==> src/rtl/dot_quad_pkg.sv <==
// dot_quad_pkg: constants shared by the dot_quad MAC array.
//   DATA_W     - width of every operand, offset, product, sum and result
//   LANE_COUNT - number of independent lanes in the array
package dot_quad_pkg;

  localparam int DATA_W     = 8;
  localparam int LANE_COUNT = 4;

endpackage

==> src/rtl/dot_quad_lane.sv <==
// dot_lane: one pipelined dot-product-plus-offset lane,
//   out = offset + x0*y0 + x1*y1 (mod 2^DATA_W)
// Operands arrive skewed: pair 0 at edge T, pair 1 at T+1, offset at T+2,
// result registered on out after edge T+3. All arithmetic wraps.
// Ports:
//   clock  - rising-edge clock
//   reset  - synchronous, active-high; clears the whole pipeline, beats en
//   en     - clock enable for every pipeline register
//   x0, y0 - first operand pair (stage 0)
//   x1, y1 - second operand pair (stage 1)
//   offset - offset term (stage 2)
//   out    - registered result
module dot_lane
  import dot_quad_pkg::*;
(
  input  logic              clock,
  input  logic              reset,
  input  logic              en,
  input  logic [DATA_W-1:0] x0,
  input  logic [DATA_W-1:0] y0,
  input  logic [DATA_W-1:0] x1,
  input  logic [DATA_W-1:0] y1,
  input  logic [DATA_W-1:0] offset,
  output logic [DATA_W-1:0] out
);

  logic [DATA_W-1:0] q0;
  logic [DATA_W-1:0] q1;
  logic [DATA_W-1:0] q2;
  logic [DATA_W-1:0] r;

  // Expressions are evaluated at DATA_W bits, so products and sums wrap
  // naturally; signed and unsigned operands give the same low bits.
  always_ff @(posedge clock) begin
    if (reset) begin
      q0 <= '0;
      q1 <= '0;
      q2 <= '0;
      r  <= '0;
    end else if (en) begin
      q0 <= x0 * y0;
      q1 <= q0 + x1 * y1;
      q2 <= q1 + offset;
      r  <= q2;
    end
  end

  assign out = r;

endmodule

==> src/rtl/dot_quad.sv <==
// dot_quad: four identical, independent dot_lane instances sharing only
// clock, reset and en.
// Ports:
//   clock, reset, en       - shared clock, synchronous active-high reset, enable
//   m, a0, b0, a1, b1      - lane w offset and operand pairs
//   n, c0, d0, c1, d1      - lane x offset and operand pairs
//   o, e0, f0, e1, f1      - lane y offset and operand pairs
//   p, g0, h0, g1, h1      - lane z offset and operand pairs
//   w, x, y, z             - registered lane results
module dot_quad
  import dot_quad_pkg::*;
(
  input  logic              clock,
  input  logic              reset,
  input  logic              en,
  input  logic [DATA_W-1:0] m,
  input  logic [DATA_W-1:0] n,
  input  logic [DATA_W-1:0] o,
  input  logic [DATA_W-1:0] p,
  input  logic [DATA_W-1:0] a0,
  input  logic [DATA_W-1:0] b0,
  input  logic [DATA_W-1:0] a1,
  input  logic [DATA_W-1:0] b1,
  input  logic [DATA_W-1:0] c0,
  input  logic [DATA_W-1:0] d0,
  input  logic [DATA_W-1:0] c1,
  input  logic [DATA_W-1:0] d1,
  input  logic [DATA_W-1:0] e0,
  input  logic [DATA_W-1:0] f0,
  input  logic [DATA_W-1:0] e1,
  input  logic [DATA_W-1:0] f1,
  input  logic [DATA_W-1:0] g0,
  input  logic [DATA_W-1:0] h0,
  input  logic [DATA_W-1:0] g1,
  input  logic [DATA_W-1:0] h1,
  output logic [DATA_W-1:0] w,
  output logic [DATA_W-1:0] x,
  output logic [DATA_W-1:0] y,
  output logic [DATA_W-1:0] z
);

  // Lane index 0..3 maps to w, x, y, z.
  logic [DATA_W-1:0] lane_x0     [LANE_COUNT];
  logic [DATA_W-1:0] lane_y0     [LANE_COUNT];
  logic [DATA_W-1:0] lane_x1     [LANE_COUNT];
  logic [DATA_W-1:0] lane_y1     [LANE_COUNT];
  logic [DATA_W-1:0] lane_offset [LANE_COUNT];
  logic [DATA_W-1:0] lane_out    [LANE_COUNT];

  assign lane_x0[0] = a0;  assign lane_y0[0] = b0;
  assign lane_x1[0] = a1;  assign lane_y1[0] = b1;
  assign lane_offset[0] = m;

  assign lane_x0[1] = c0;  assign lane_y0[1] = d0;
  assign lane_x1[1] = c1;  assign lane_y1[1] = d1;
  assign lane_offset[1] = n;

  assign lane_x0[2] = e0;  assign lane_y0[2] = f0;
  assign lane_x1[2] = e1;  assign lane_y1[2] = f1;
  assign lane_offset[2] = o;

  assign lane_x0[3] = g0;  assign lane_y0[3] = h0;
  assign lane_x1[3] = g1;  assign lane_y1[3] = h1;
  assign lane_offset[3] = p;

  for (genvar i = 0; i < LANE_COUNT; i++) begin : g_lane
    dot_lane u_lane (
      .clock  (clock),
      .reset  (reset),
      .en     (en),
      .x0     (lane_x0[i]),
      .y0     (lane_y0[i]),
      .x1     (lane_x1[i]),
      .y1     (lane_y1[i]),
      .offset (lane_offset[i]),
      .out    (lane_out[i])
    );
  end

  assign w = lane_out[0];
  assign x = lane_out[1];
  assign y = lane_out[2];
  assign z = lane_out[3];

endmodule

==> config.mk <==
export PLATFORM = sky130hd
export DESIGN_NAME = dot_quad
export DESIGN_NICKNAME = d
export VERILOG_FILES = /design/src/rtl/dot_quad_pkg.sv /design/src/rtl/dot_quad_lane.sv /design/src/rtl/dot_quad.sv
export SDC_FILE = /design/constraint.sdc
export NUM_CORES = 1
export LEC_CHECK = 0
export ABC_AREA = 1
export BUFFER_PORTS_ARGS = -buffer_cell sky130_fd_sc_hd__buf_4
export CAP_MARGIN = 30
export CORE_MARGIN = 2
export CORE_UTILIZATION = 48
export CTS_CLUSTER_SIZE = 30
export DETAILED_ROUTE_END_ITERATION = 8
export PLACE_DENSITY = 0.69
export SETUP_SLACK_MARGIN = 0.15
export SYNTH_ARGS = -nofsm -noshare
export SYNTH_HDL_FRONTEND = slang
export SYNTH_SLANG_ARGS = --single-unit
==> constraint.sdc <==
create_clock -name clock -period 12.9 [get_ports clock]
set_clock_uncertainty 0.2 [all_clocks]
set_input_delay 1.29 -clock clock [delete_from_list [all_inputs] [get_ports clock]]
set_output_delay 1.29 -clock clock [all_outputs]
set_load 0.1 [all_outputs]
; ---- Word-level counts from Yosys, hierarchy flattened
; Index checks and enable logic that the tools add are counted.
[classes]
addsub = 8
multipliers = 8
[op_table]
columns = operator, n
row1 = adder 8 bit, 8
row2 = multiplier 8 x 8 -> 8 bit, 8
[totals]
word_cells = 32
regBits = 128
output_inout_bits = 32

; ---- Logic depth before layout (Yosys ltp)
; Gate-level depths: netlist of run 1.
[depth]
ltp_word = 2
ltp_mapped = 24

; ---- Modules after synthesis
; From an unflattened synthesis of run 1, not the netlist that was laid out.
[unflattened]
cells_unflattened = 2134
hier_area_um2 = 14549.0
[by_module_without_submodules]
columns = mod, seq_area_each_um2, instances, area_each_um2, cells_per_inst
row1 = dot_lane (g_lane[2].u_lane), 640.6, 1, 3691.0, 548
row2 = dot_lane (g_lane[3].u_lane), 640.6, 1, 3648.5, 546
row3 = dot_lane (g_lane[1].u_lane), 640.6, 1, 3614.7, 528
row4 = dot_lane (g_lane[0].u_lane), 640.6, 1, 3594.7, 512

; ---- Least setup slack after synthesis of run 1
; No wires, ideal clock.
[synth_path]
path_type = input port to flip-flop
startpoint = input h1[1]
endpoint = register g_lane[3].u_lane.q1[7]
setup_slack_ns = 7.889
path_buffers = 1
t_required_ns = 12.591
arrival_ns = 4.702
cell_stages = 20
cell_sequence = buf_2 -> nand2_1 -> fa_1 -> inv_1 -> fa_1 -> inv_1 -> fa_1 -> fa_1 -> inv_1 -> ha_1 -> a21oi_1 -> nand2_1 -> xor2_1 -> inv_1 -> nand3_1 -> nand2_1 -> nand2_1 -> nand3_1 -> nand2_1 -> inv_1
[synth_via]
elab_chain_len = 2
[synth_lines]
columns = element, line_no
row1 = "start, declared", dot_quad.sv:35  ; input logic [DATA_W-1:0] h1,
row2 = multiplier 8 x 8 -> 8 bit, dot_quad_lane.sv:42  ; q1 <= q0 + x1 * y1;
row3 = adder 8 bit, dot_quad_lane.sv:42
row4 = "end signal, assigned", dot_quad_lane.sv:42
row5 = "end, declared", dot_quad_lane.sv:28  ; logic [DATA_W-1:0] q1;
; No other way between the ends.
; A chain may end at the register's enable or synchronous reset.

; ---- Worst setup path in the final report of run 1
; Ends and elaborated chain as after synthesis.

==> results.sh, run 1 <==
export IMPL_synth_top_cells_by_area="dfxtp_1, fa_1, ha_1"
export IMPL_syn_nets=2488
export IMPL_layout_nets=2642
export IMPL_setup_viol=0
export IMPL_required_ns=13.03
export IMPL_routed_wirelength_um=31800
export IMPL_outcome="complete, no violations"
export IMPL_tightestPinTransition_ns=0.680
export IMPL_avgSynthCellArea_sq_um=6.99
export IMPL_antenna_left=0
export IMPL_rows=63
export IMPL_start_kind="primary input"
export IMPL_antenna_cells=0
export IMPL_dieWidth_um=176
export IMPL_synth_distinct_cells=28
export IMPL_async_reset_ff_frac=0
export IMPL_dp_hpwl_um=25400
export IMPL_synthMostInstantiatedCell="inv_1"
export IMPL_ctsHoldBuffers=0
export IMPL_cts_tree="built"
export IMPL_cts_buffers_inserted=17
export IMPL_fin_tns_setup_ns=0
export IMPL_area_growth_pct=15.7
export IMPL_max_stage_delay_ns=0.54
export IMPL_rsz0062_at_grt="no"
export IMPL_num_vias=12500
export IMPL_grt_max_degree=70
export IMPL_ir_worst_vdd_v=0.0000947
export IMPL_crit_chain="buf_4 -> nand2_1 -> fa_1 -> inv_1 -> fa_1 -> inv_1 -> fa_1 -> fa_1 -> inv_1 -> ha_1 -> a21oi_1 -> nand2_1 -> xor2_1 -> inv_1 -> nand3_1 -> nand2_1 -> nand2_1 -> nand3_1 -> nand2_1 -> inv_1"
export IMPL_syn_cell_area_sq_mm=0.0143
export IMPL_cts_num_sinks=128
export IMPL_io_buffers=194
export IMPL_cts_resized=0
export IMPL_firstDrtPassIters=4
export IMPL_timing_final_crit_share=0.373
export IMPL_grt_first_pass_wirelength_um=54700
export IMPL_htree_levels=4
export IMPL_grt_pass1_vias=12200
export IMPL_grt_ovfl_total=0
export IMPL_fillers=2909
export IMPL_final_max_slew_viol_count=0
export IMPL_hp_class="reg -> reg"
export IMPL_grt_usage=0.214
export IMPL_critPathArrivalTime_ns=4.94
export IMPL_cp_end_kind="flop"
export IMPL_whs_ns=0.254
export IMPL_die_h_um=176
export IMPL_vias_per_cell=4.81
export IMPL_insertion_delay_ns=0.42
export IMPL_synth_seq_cells=128
export IMPL_leakage_uw=0.00985
export IMPL_rrSetupSlack_ns=8.76
export IMPL_maxSlewHeadroom=0.546
export IMPL_antenna_found_initial=0
export IMPL_synth_top_cell_area_share=0.180
export IMPL_drive_gt1_frac=0.108
export IMPL_postCtsSetupBuffers=0
export IMPL_p_per_area_mw_per_mm2=123
export IMPL_report_final_hold_viol_count=0
export IMPL_synth_common_cells="inv_1, nand2_1, ha_1, dfxtp_1, fa_1"
export IMPL_report_power_total_uw=2030
export IMPL_num_io_pins=195
export IMPL_synth_cells=2041
export IMPL_dieArea_sq_mm=0.0311
export IMPL_yosysSeqAreaShare=0.180
export IMPL_cts_root_buf="clkbuf_16"
export IMPL_wl_per_cell_um=12.2
export IMPL_gp_congestion=0.876
export IMPL_fmax_ghz=0.208
export IMPL_synth_flop_cell="dfxtp_1"
export IMPL_drtIter0Drc=425
export IMPL_clockBufferDepth=2
export IMPL_drcViolationCount=0
export IMPL_clk_pin_slew_ns=0.06
export IMPL_cp_slowest_cell="fa_1"
export IMPL_worstSetupPathType="in -> reg"
export IMPL_start_util=0.484
export IMPL_synth_edf_count=0
export IMPL_maxCapViolations=0
export IMPL_min_period_ns=4.81
export IMPL_core_area_sq_mm=0.0295
export IMPL_cp_max_fo=8
export IMPL_yosysWarnings=0
export IMPL_synth_top_area_cell="dfxtp_1"
==> routing by layer <==
metal / GRT usage / routed length, um / vias up
met5: 0 / 0 / -
met4: 0.0713 / 695 / 0
met3: 0.0276 / 1150 / 47
met2: 0.362 / 15100 / 213
met1: 0.283 / 14900 / 5808
li1: - / - / 6413
==> stage by stage <==
stage	worst slack, ns	cell area (sq um)	util	std cells
after floorplan	7.89	14300	-	2041
after global placement	7.74	15900	0.541	2566
after detailed placement	7.62	15900	0.541	2566
after CTS	8.07	16500	0.560	2597
after global routing	7.84	16500	0.560	2597
final	8.09	16500	0.560	2597
==> layout make-up <==
| type | instances | area, sq um | area share |
|---|---|---|---|
| flip-flops and latches | 128 | 2560 | 0.155 |
| well taps | 390 | 488 | 0.0295 |
| inverters | 516 | 1940 | 0.117 |
| multi-input cells | 1335 | 9480 | 0.574 |
| clock buffers | 22 | 484 | 0.0293 |
| clock inverters | 9 | 83.8 | 0.00508 |
| repair buffers | 197 | 1480 | 0.0895 |
==> placed cells by master, fill, tap and decap left out, types with 4 or more instances in the layout <==
cell	Yosys	final
inv_1	516	514
clkbuf_16	0	17
nand2_1	494	494
nand2_2	5	5
nand3b_1	13	13
nor2_1	116	116
o21ai_1	12	12
dfxtp_1	128	128
xor2_1	53	53
clkbuf_8	0	4
nand3_1	54	54
a21o_1	4	4
o21ai_0	111	111
fa_1	124	124
a21oi_1	120	120
xnor2_1	47	47
nand4_1	6	6
clkinv_2	0	4
buf_4	1	197
a211oi_1	7	7
ha_1	160	160
==> path summary, 6_finish.rpt <==
kind	from	endpoint	cells past startpoint
hold reg to reg	g_lane[0].u_lane.q2[2]	g_lane[0].u_lane.out[2]	2
hold / removal	g_lane[0].u_lane.q2[2]	g_lane[0].u_lane.out[2]	2
setup / recovery	h1[1]	g_lane[3].u_lane.q1[7]	20
setup reg to reg	g_lane[3].u_lane.q0[6]	g_lane[3].u_lane.q1[7]	19
==> report_power, final <==
part / internal [uW] / switching [uW]
Clock: 284 / 184
Sequential: 454 / 27.2
Combinational: 440 / 643
==> registers in the layout (all words and copies together) (netlist names) <==
register	count
g_lane.u_lane.q2	32
g_lane.u_lane.out	32
g_lane.u_lane.q1	32
g_lane.u_lane.q0	32
==> critical path: cells and delay by family <==
family	cells	cell delay, ns
adder cells (fa/ha/maj)	5	2.34
AND/OR/NAND/NOR	7	0.52
buffers and inverters	6	0.40
XOR/XNOR	1	0.24
AO/OA/AOI/OAI	1	0.15
==> cells by family after synthesis <==
family | Yosys count | share of synthesized area
XOR/XNOR | 103 | 0.0648
adder cells (fa/ha/maj) | 284 | 0.314
buffers and inverters | 578 | 0.156
AO/OA/AOI/OAI | 258 | 0.0930
AND/OR/NAND/NOR | 690 | 0.192
flip-flops | 128 | 0.180
(Power assumes the default switching activity.)
==> run 2, diff against run 1 <==
--- a/config.mk
+++ b/config.mk
@@ -5,14 +5,14 @@
 export SDC_FILE = /design/constraint.sdc
 export NUM_CORES = 1
 export LEC_CHECK = 0
-export ABC_AREA = 1
+export ABC_AREA = 0
 export BUFFER_PORTS_ARGS = -buffer_cell sky130_fd_sc_hd__buf_4
 export CAP_MARGIN = 30
 export CORE_MARGIN = 2
 export CORE_UTILIZATION = 48
 export CTS_CLUSTER_SIZE = 30
 export DETAILED_ROUTE_END_ITERATION = 8
-export PLACE_DENSITY = 0.69
+export PLACE_DENSITY = 0.73
 export SETUP_SLACK_MARGIN = 0.15
 export SYNTH_ARGS = -nofsm -noshare
 export SYNTH_HDL_FRONTEND = slang
==> constraint.sdc (replaced) <==
create_clock -name clock -period 4.37 [get_ports clock]
set_clock_uncertainty 0.2 [all_clocks]
set_input_delay 0.437 -clock clock [delete_from_list [all_inputs] [get_ports clock]]
set_output_delay 0.437 -clock clock [all_outputs]
set_load 0.1 [all_outputs]
==> results.sh, run 2 <==
export IMPL_start_kind="flop"
export IMPL_layout_nets=2161
export IMPL_io_buffers=194
export IMPL_worstSetupPathType="reg -> reg"
export IMPL_share_seq_of_total_power=0.239
export IMPL_die_h_um=170
export IMPL_synth_edf_count=0
export IMPL_leakage_uw=0.00797
export IMPL_power_switching_uw=2550
export IMPL_met3_usage=0.0298
export IMPL_yosysWarnings=0
export IMPL_synth_cells=1531
export IMPL_rows=60
export IMPL_cp_startpoint="g_lane[3].u_lane.q0[4]"
export IMPL_maxCapViolations=0
export IMPL_area_growth_pct=17.8
export IMPL_fin_ws_ns=0.455
export IMPL_core_area_sq_mm=0.0270
export IMPL_clk_pin_slew_ns=0.07
export IMPL_grt_max_degree=72
export IMPL_htree_levels=4
export IMPL_synth_top_cell_area_share=0.193
export IMPL_fillers=2462
export IMPL_placed_area_sq_mm=0.0150
export IMPL_antenna_found_initial=0
export IMPL_num_io_pins=195
export IMPL_yosysSeqAreaShare=0.193
export IMPL_async_reset_ff_frac=0
export IMPL_syn_cell_area_sq_mm=0.0133
export IMPL_final_common_cell="inv_1"
export IMPL_synth_distinct_cells=40
export IMPL_cp_endpoint="g_lane[3].u_lane.q1[7]"
export IMPL_synth_top_cells_by_area="dfxtp_1, fa_1, ha_1"
export IMPL_antenna_cells=0
export IMPL_reg2reg_from="g_lane[3].u_lane.q0[4]"
export IMPL_grt_pass1_vias=10600
export IMPL_min_period_ns=3.92
export IMPL_rr_worst_depth=14
export IMPL_synth_top_area_cell="dfxtp_1"
export IMPL_tightestPinTransition_ns=0.756
export IMPL_synthMostInstantiatedCell="inv_1"
export IMPL_rrSetupSlack_ns=0.45
export IMPL_final_cell_mix="inv_1, buf_4, nand2_1"
export IMPL_fin_tns_setup_ns=0
export IMPL_p_int_uw=3670
export IMPL_outcome="complete, no violations"
export IMPL_synth_seq_cells=128
export IMPL_grt_use_met1=0.274
export IMPL_postCtsSetupBuffers=0
export IMPL_post_place_ws_ns=0.0400
export IMPL_wl_per_cell_um=13.9
export IMPL_regArea_sq_mm=0.00256
export IMPL_ir_worst_vdd_v=0.000221
export IMPL_insertion_delay_ns=0.42
export IMPL_cts_buffers_inserted=17
export IMPL_fmax_ghz=0.255
export IMPL_final_area_sq_mm=0.0156
export IMPL_critPathArrivalTime_ns=4.04
export IMPL_clockBufferDepth=2
export IMPL_avgSynthCellArea_sq_um=8.67
export IMPL_maxSlewHeadroom=0.496
export IMPL_pwr_share_clk=0.224
export IMPL_grt_usage=0.209
export IMPL_timing_final_crit_share=0.896
export IMPL_antenna_left=0
export IMPL_ctsHoldBuffers=0
export IMPL_dieArea_sq_mm=0.0290
export IMPL_required_ns=4.49
export IMPL_grt_first_pass_wirelength_um=49400
export IMPL_grt_use_met2=0.359
export IMPL_routed_wirelength_um=28800
export IMPL_synth_flop_cell="dfxtp_1"
export IMPL_report_power_total_uw=6220
export IMPL_cts_num_sinks=128
export IMPL_p_per_area_mw_per_mm2=398
export IMPL_cts_root_buf="clkbuf_16"
export IMPL_grt_ovfl_total=0
export IMPL_start_util=0.491
export IMPL_swShare=0.409
export IMPL_multiInputGateArea_sq_mm=0.00959
export IMPL_cts_tree="built"
export IMPL_dieWidth_um=170
export IMPL_gp_congestion=0.879
export IMPL_busiest_layer="met2"
export IMPL_syn_nets=1978
export IMPL_vias_per_cell=5.02
export IMPL_drive_gt1_frac=0.135
export IMPL_drcViolationCount=0
export IMPL_hp_class="in -> reg"
export IMPL_drtIter0Drc=524
export IMPL_num_vias=10400
export IMPL_rsz0062_at_grt="no"
export IMPL_setup_viol=0
export IMPL_cp_max_fo=2
export IMPL_synth_common_cells="inv_1, nand2_1, ha_1, dfxtp_1, and2_1"
export IMPL_report_final_hold_viol_count=0
export IMPL_dp_hpwl_um=23100
export IMPL_firstDrtPassIters=4
export IMPL_fin_util=0.579
export IMPL_cts_resized=0
export IMPL_rr_endpoint="g_lane[3].u_lane.q1[7]"
export IMPL_p_comb_frac=0.537
export IMPL_final_max_slew_viol_count=0
export IMPL_cp_end_kind="flop"
-- run 2: changes by cell type after synthesis, moves of 14 or more --
cell | previous run | this run
o21ai_0 | 111 | 4
and2_1 | 0 | 125
buf_2 | 23 | 9
xor2_1 | 53 | 22
nand2_1 | 494 | 172
mux2i_1 | 0 | 78
a21oi_1 | 120 | 50
nand3_1 | 54 | 13
a21o_1 | 4 | 19
inv_1 | 516 | 262
xnor2_1 | 47 | 115
-- run 2: power groups by stage --
stage | combinational [uW] | clock [uW] | sequential, uW
floorplan | 2460 | 0 | 1620
global placement | 3250 | 0 | 1510
detailed placement | 3360 | 0 | 1520
CTS | 3390 | 1430 | 1490
global route | 3830 | 1470 | 1510
finish | 3340 | 1390 | 1490
-- run 2: cell families after synthesis --
kind of cell	after synthesis	share of synthesized area
fa+ha+maj	284	0.338
compound gates	130	0.0617
mux	81	0.0613
flops	128	0.193
xor+xnor	141	0.0967
buf+inv	298	0.0851
simple gates	469	0.165
-- run 2: worst min path at each step --
stage / from / to / slack (ns) / cells after the start
2_1_floorplan: g_lane[3].u_lane.q2[4] / g_lane[3].u_lane.q2[4] / 0.24 / 2
3_3_place_gp: g_lane[3].u_lane.q2[4] / g_lane[3].u_lane.q2[4] / 0.25 / 2
3_5_place_dp: g_lane[3].u_lane.q2[4] / g_lane[3].u_lane.q2[4] / 0.26 / 2
4_1_cts: f0[0] / g_lane[2].u_lane.q0[0] / 0.13 / 3
5_1_grt: a0[0] / g_lane[0].u_lane.q0[0] / 0.15 / 3
6_report: a0[0] / g_lane[0].u_lane.q0[0] / 0.15 / 3
-- run 2: area by class of cell --
| type | count | share of cell area |
|---|---|---|
| Clock buffer | 17 | 0.0272 |
| Tap cell | 341 | 0.0273 |
| Inverter | 264 | 0.0634 |
| Timing Repair Buffer | 198 | 0.0961 |
| Clock inverter | 15 | 0.00904 |
| Multi-Input combinational cell | 1105 | 0.613 |
| Sequential cell | 128 | 0.164 |
-- run 2: metrics by stage --
step	cells	hold slack, ns
after floorplan	1531	0.241
after CTS	2067	0.130
after global routing	2068	0.151
after detailed placement	2035	0.259
final	2068	0.149
after global placement	2035	0.253
-- run 2: worst max-delay path: stages, from the launching register on --
cell and delay, ns:
dfxtp_1 0.34, inv_1 0.06, fa_1 0.57, inv_1 0.07, fa_1 0.45, ha_1 0.28, inv_1 0.05, fa_1 0.52
fa_1 0.48, inv_1 0.07, a21o_1 0.11, a21oi_1 0.07, xnor2_1 0.18, xnor2_1 0.10, a211oi_1 0.25
-- run 2: routing by layer --
metal	share of wire	up-vias
li1	-	5179
met1	0.46	4935
met2	0.49	221
met3	0.038	37
met4	0.016	0
met5	0	-
==> run 3, diff against run 2 <==
==> constraint.sdc (replaced) <==
create_clock -name clock -period 4.37 [get_ports clock]
set_clock_uncertainty 0.2 [all_clocks]
set_input_delay 0.2185 -clock clock [delete_from_list [all_inputs] [get_ports clock]]
set_output_delay 0.2185 -clock clock [all_outputs]
set_load 0.1 [all_outputs]
==> results.sh, run 3 (synthesis gave the netlist of run 2 again) <==
export IMPL_antenna_left=0
export IMPL_p_comb_frac=0.534
export IMPL_grt_use_met1=0.272
export IMPL_insertion_delay_ns=0.42
export IMPL_maxCapViolations=0
export IMPL_min_period_ns=3.99
export IMPL_rrSetupSlack_ns=0.51
export IMPL_cts_tree="built"
export IMPL_rr_endpoint="g_lane[3].u_lane.q1[7]"
export IMPL_cts_root_buf="clkbuf_16"
export IMPL_cts_resized=0
export IMPL_holdCritStartpoint="m[7]"
export IMPL_critPathArrivalTime_ns=4.10
export IMPL_postCtsSetupBuffers=0
export IMPL_report_power_total_uw=6260
export IMPL_whs_ns=0.0157
export IMPL_busiest_layer="met2"
export IMPL_required_ns=4.48
export IMPL_final_common_cell="inv_1"
export IMPL_ir_worst_vdd_v=0.000219
export IMPL_maxSlewHeadroom=0.358
export IMPL_cp_buffers_inverters=3
export IMPL_worstSetupPathType="in -> reg"
export IMPL_dieWidth_um=170
export IMPL_antenna_cells=0
export IMPL_drive_gt1_frac=0.134
export IMPL_firstDrtPassIters=4
export IMPL_tightestPinTransition_ns=0.963
export IMPL_outcome="complete, no violations"
export IMPL_fin_tns_setup_ns=0
export IMPL_core_area_sq_mm=0.0270
export IMPL_cp_top_family="adder cells"
export IMPL_cts_buffers_inserted=17
export IMPL_max_stage_delay_ns=0.54
export IMPL_dp_cells=2036
export IMPL_rr_worst_depth=14
export IMPL_final_cell_mix="inv_1, buf_4, nand2_1"
export IMPL_grt_first_pass_wirelength_um=48200
export IMPL_dieArea_sq_mm=0.0290
export IMPL_clk_pin_slew_ns=0.06
export IMPL_reg2reg_from="g_lane[3].u_lane.q0[4]"
export IMPL_layout_nets=2174
export IMPL_fmax_ghz=0.251
export IMPL_vias_per_cell=4.99
export IMPL_p_int_uw=3770
export IMPL_grt_ovfl_total=0
export IMPL_grt_use_met2=0.354
export IMPL_swShare=0.397
export IMPL_num_vias=10400
export IMPL_whs_path_depth=4
export IMPL_report_final_hold_viol_count=0
export IMPL_area_growth_pct=18.8
export IMPL_timing_final_crit_share=0.913
export IMPL_post_place_ws_ns=0.261
export IMPL_rows=60
export IMPL_htree_levels=4
export IMPL_rsz0062_at_grt="no"
export IMPL_holdPathEnd="g_lane[0].u_lane.q2[7]"
export IMPL_gp_congestion=0.869
export IMPL_grt_max_degree=69
export IMPL_crit_chain="dlygate4sd3_1 -> buf_4 -> and2_1 -> ha_1 -> ha_1 -> fa_1 -> inv_1 -> fa_1 -> xor2_1 -> xnor3_1 -> xnor3_1 -> xnor3_1 -> mux2i_1 -> nor2_1"
export IMPL_dp_hpwl_um=22900
export IMPL_grt_usage=0.205
export IMPL_ctsHoldBuffers=13
export IMPL_cp_end_kind="flop"
export IMPL_final_max_slew_viol_count=0
export IMPL_leakage_uw=0.00802
export IMPL_cp_common_cell="xnor3_1"
export IMPL_power_switching_uw=2490
export IMPL_pwr_share_clk=0.228
export IMPL_setup_viol=0
export IMPL_hp_class="in -> reg"
export IMPL_start_kind="primary input"
export IMPL_clockBufferDepth=2
export IMPL_cp_slowest_cell="dlygate4sd3_1"
export IMPL_wl_per_cell_um=13.7
export IMPL_antenna_found_initial=0
export IMPL_die_h_um=170
export IMPL_drcViolationCount=0
export IMPL_instances_no_fill=2081
export IMPL_start_util=0.491
export IMPL_fin_ws_ns=0.382
export IMPL_routed_wirelength_um=28500
export IMPL_drtIter0Drc=391
export IMPL_cts_num_sinks=128
export IMPL_met3_usage=0.0300
export IMPL_num_io_pins=195
export IMPL_grt_pass1_vias=10300
export IMPL_share_seq_of_total_power=0.237
export IMPL_io_buffers=194
export IMPL_p_per_area_mw_per_mm2=397
export IMPL_cp_max_fo=8
==> run 3: worst max-delay path by stage <==
stage | startpoint | to | slack (ns) | depth (start not counted)
2_1_floorplan | h0[2] | g_lane[3].u_lane.q0[7] | 0.59 | 13
3_3_place_gp | h0[2] | g_lane[3].u_lane.q0[7] | 0.40 | 14
3_5_place_dp | h0[2] | g_lane[3].u_lane.q0[7] | 0.26 | 14
4_1_cts | g0[0] | g_lane[3].u_lane.q0[7] | 0.40 | 14
5_1_grt | g0[0] | g_lane[3].u_lane.q0[7] | 0.23 | 14
6_report | g0[0] | g_lane[3].u_lane.q0[7] | 0.38 | 14
==> run 3: layout make-up <==
cell class | count | area [sq um]
fill | 2444 | 11300
multi-input combinational | 1105 | 9590
sequential | 128 | 2560
timing repair buffer | 211 | 1620
inverter | 264 | 991
clock buffer | 18 | 429
tap | 341 | 427
clock inverter | 14 | 155
==> run 3: worst reg2reg max path: cells and delay by family, from the launching register on <==
kind,cells,cell delay [ns]
AO/OA/AOI/OAI,3,0.40
XOR/XNOR,2,0.29
buffers and inverters,4,0.26
flip-flops,1,0.34
adder cells (fa/ha/maj),5,2.28
==> run 3: per-stage QoR <==
step                       util  area (sq um)
after floorplan               -         13300
after global placement    0.557         15100
after detailed placement  0.557         15100
after CTS                 0.584         15800
after global routing      0.584         15800
final                     0.584         15800
==> run 3: power groups by stage <==
stage	Clock, uW	Combinational [uW]	Sequential, uW
after global routing	1510	3830	1510
after detailed placement	0	3370	1510
after CTS	1460	3400	1490
after global placement	0	3260	1510
after floorplan	0	2460	1620
final	1430	3350	1490
==> run 3: metal layers <==
layer	wire, um	vias to the layer above	share of wire
met1	13300	4983	0.47
met5	0	-	0
met4	288	0	0.010
met2	14000	170	0.49
li1	-	5219	-
met3	912	20	0.032
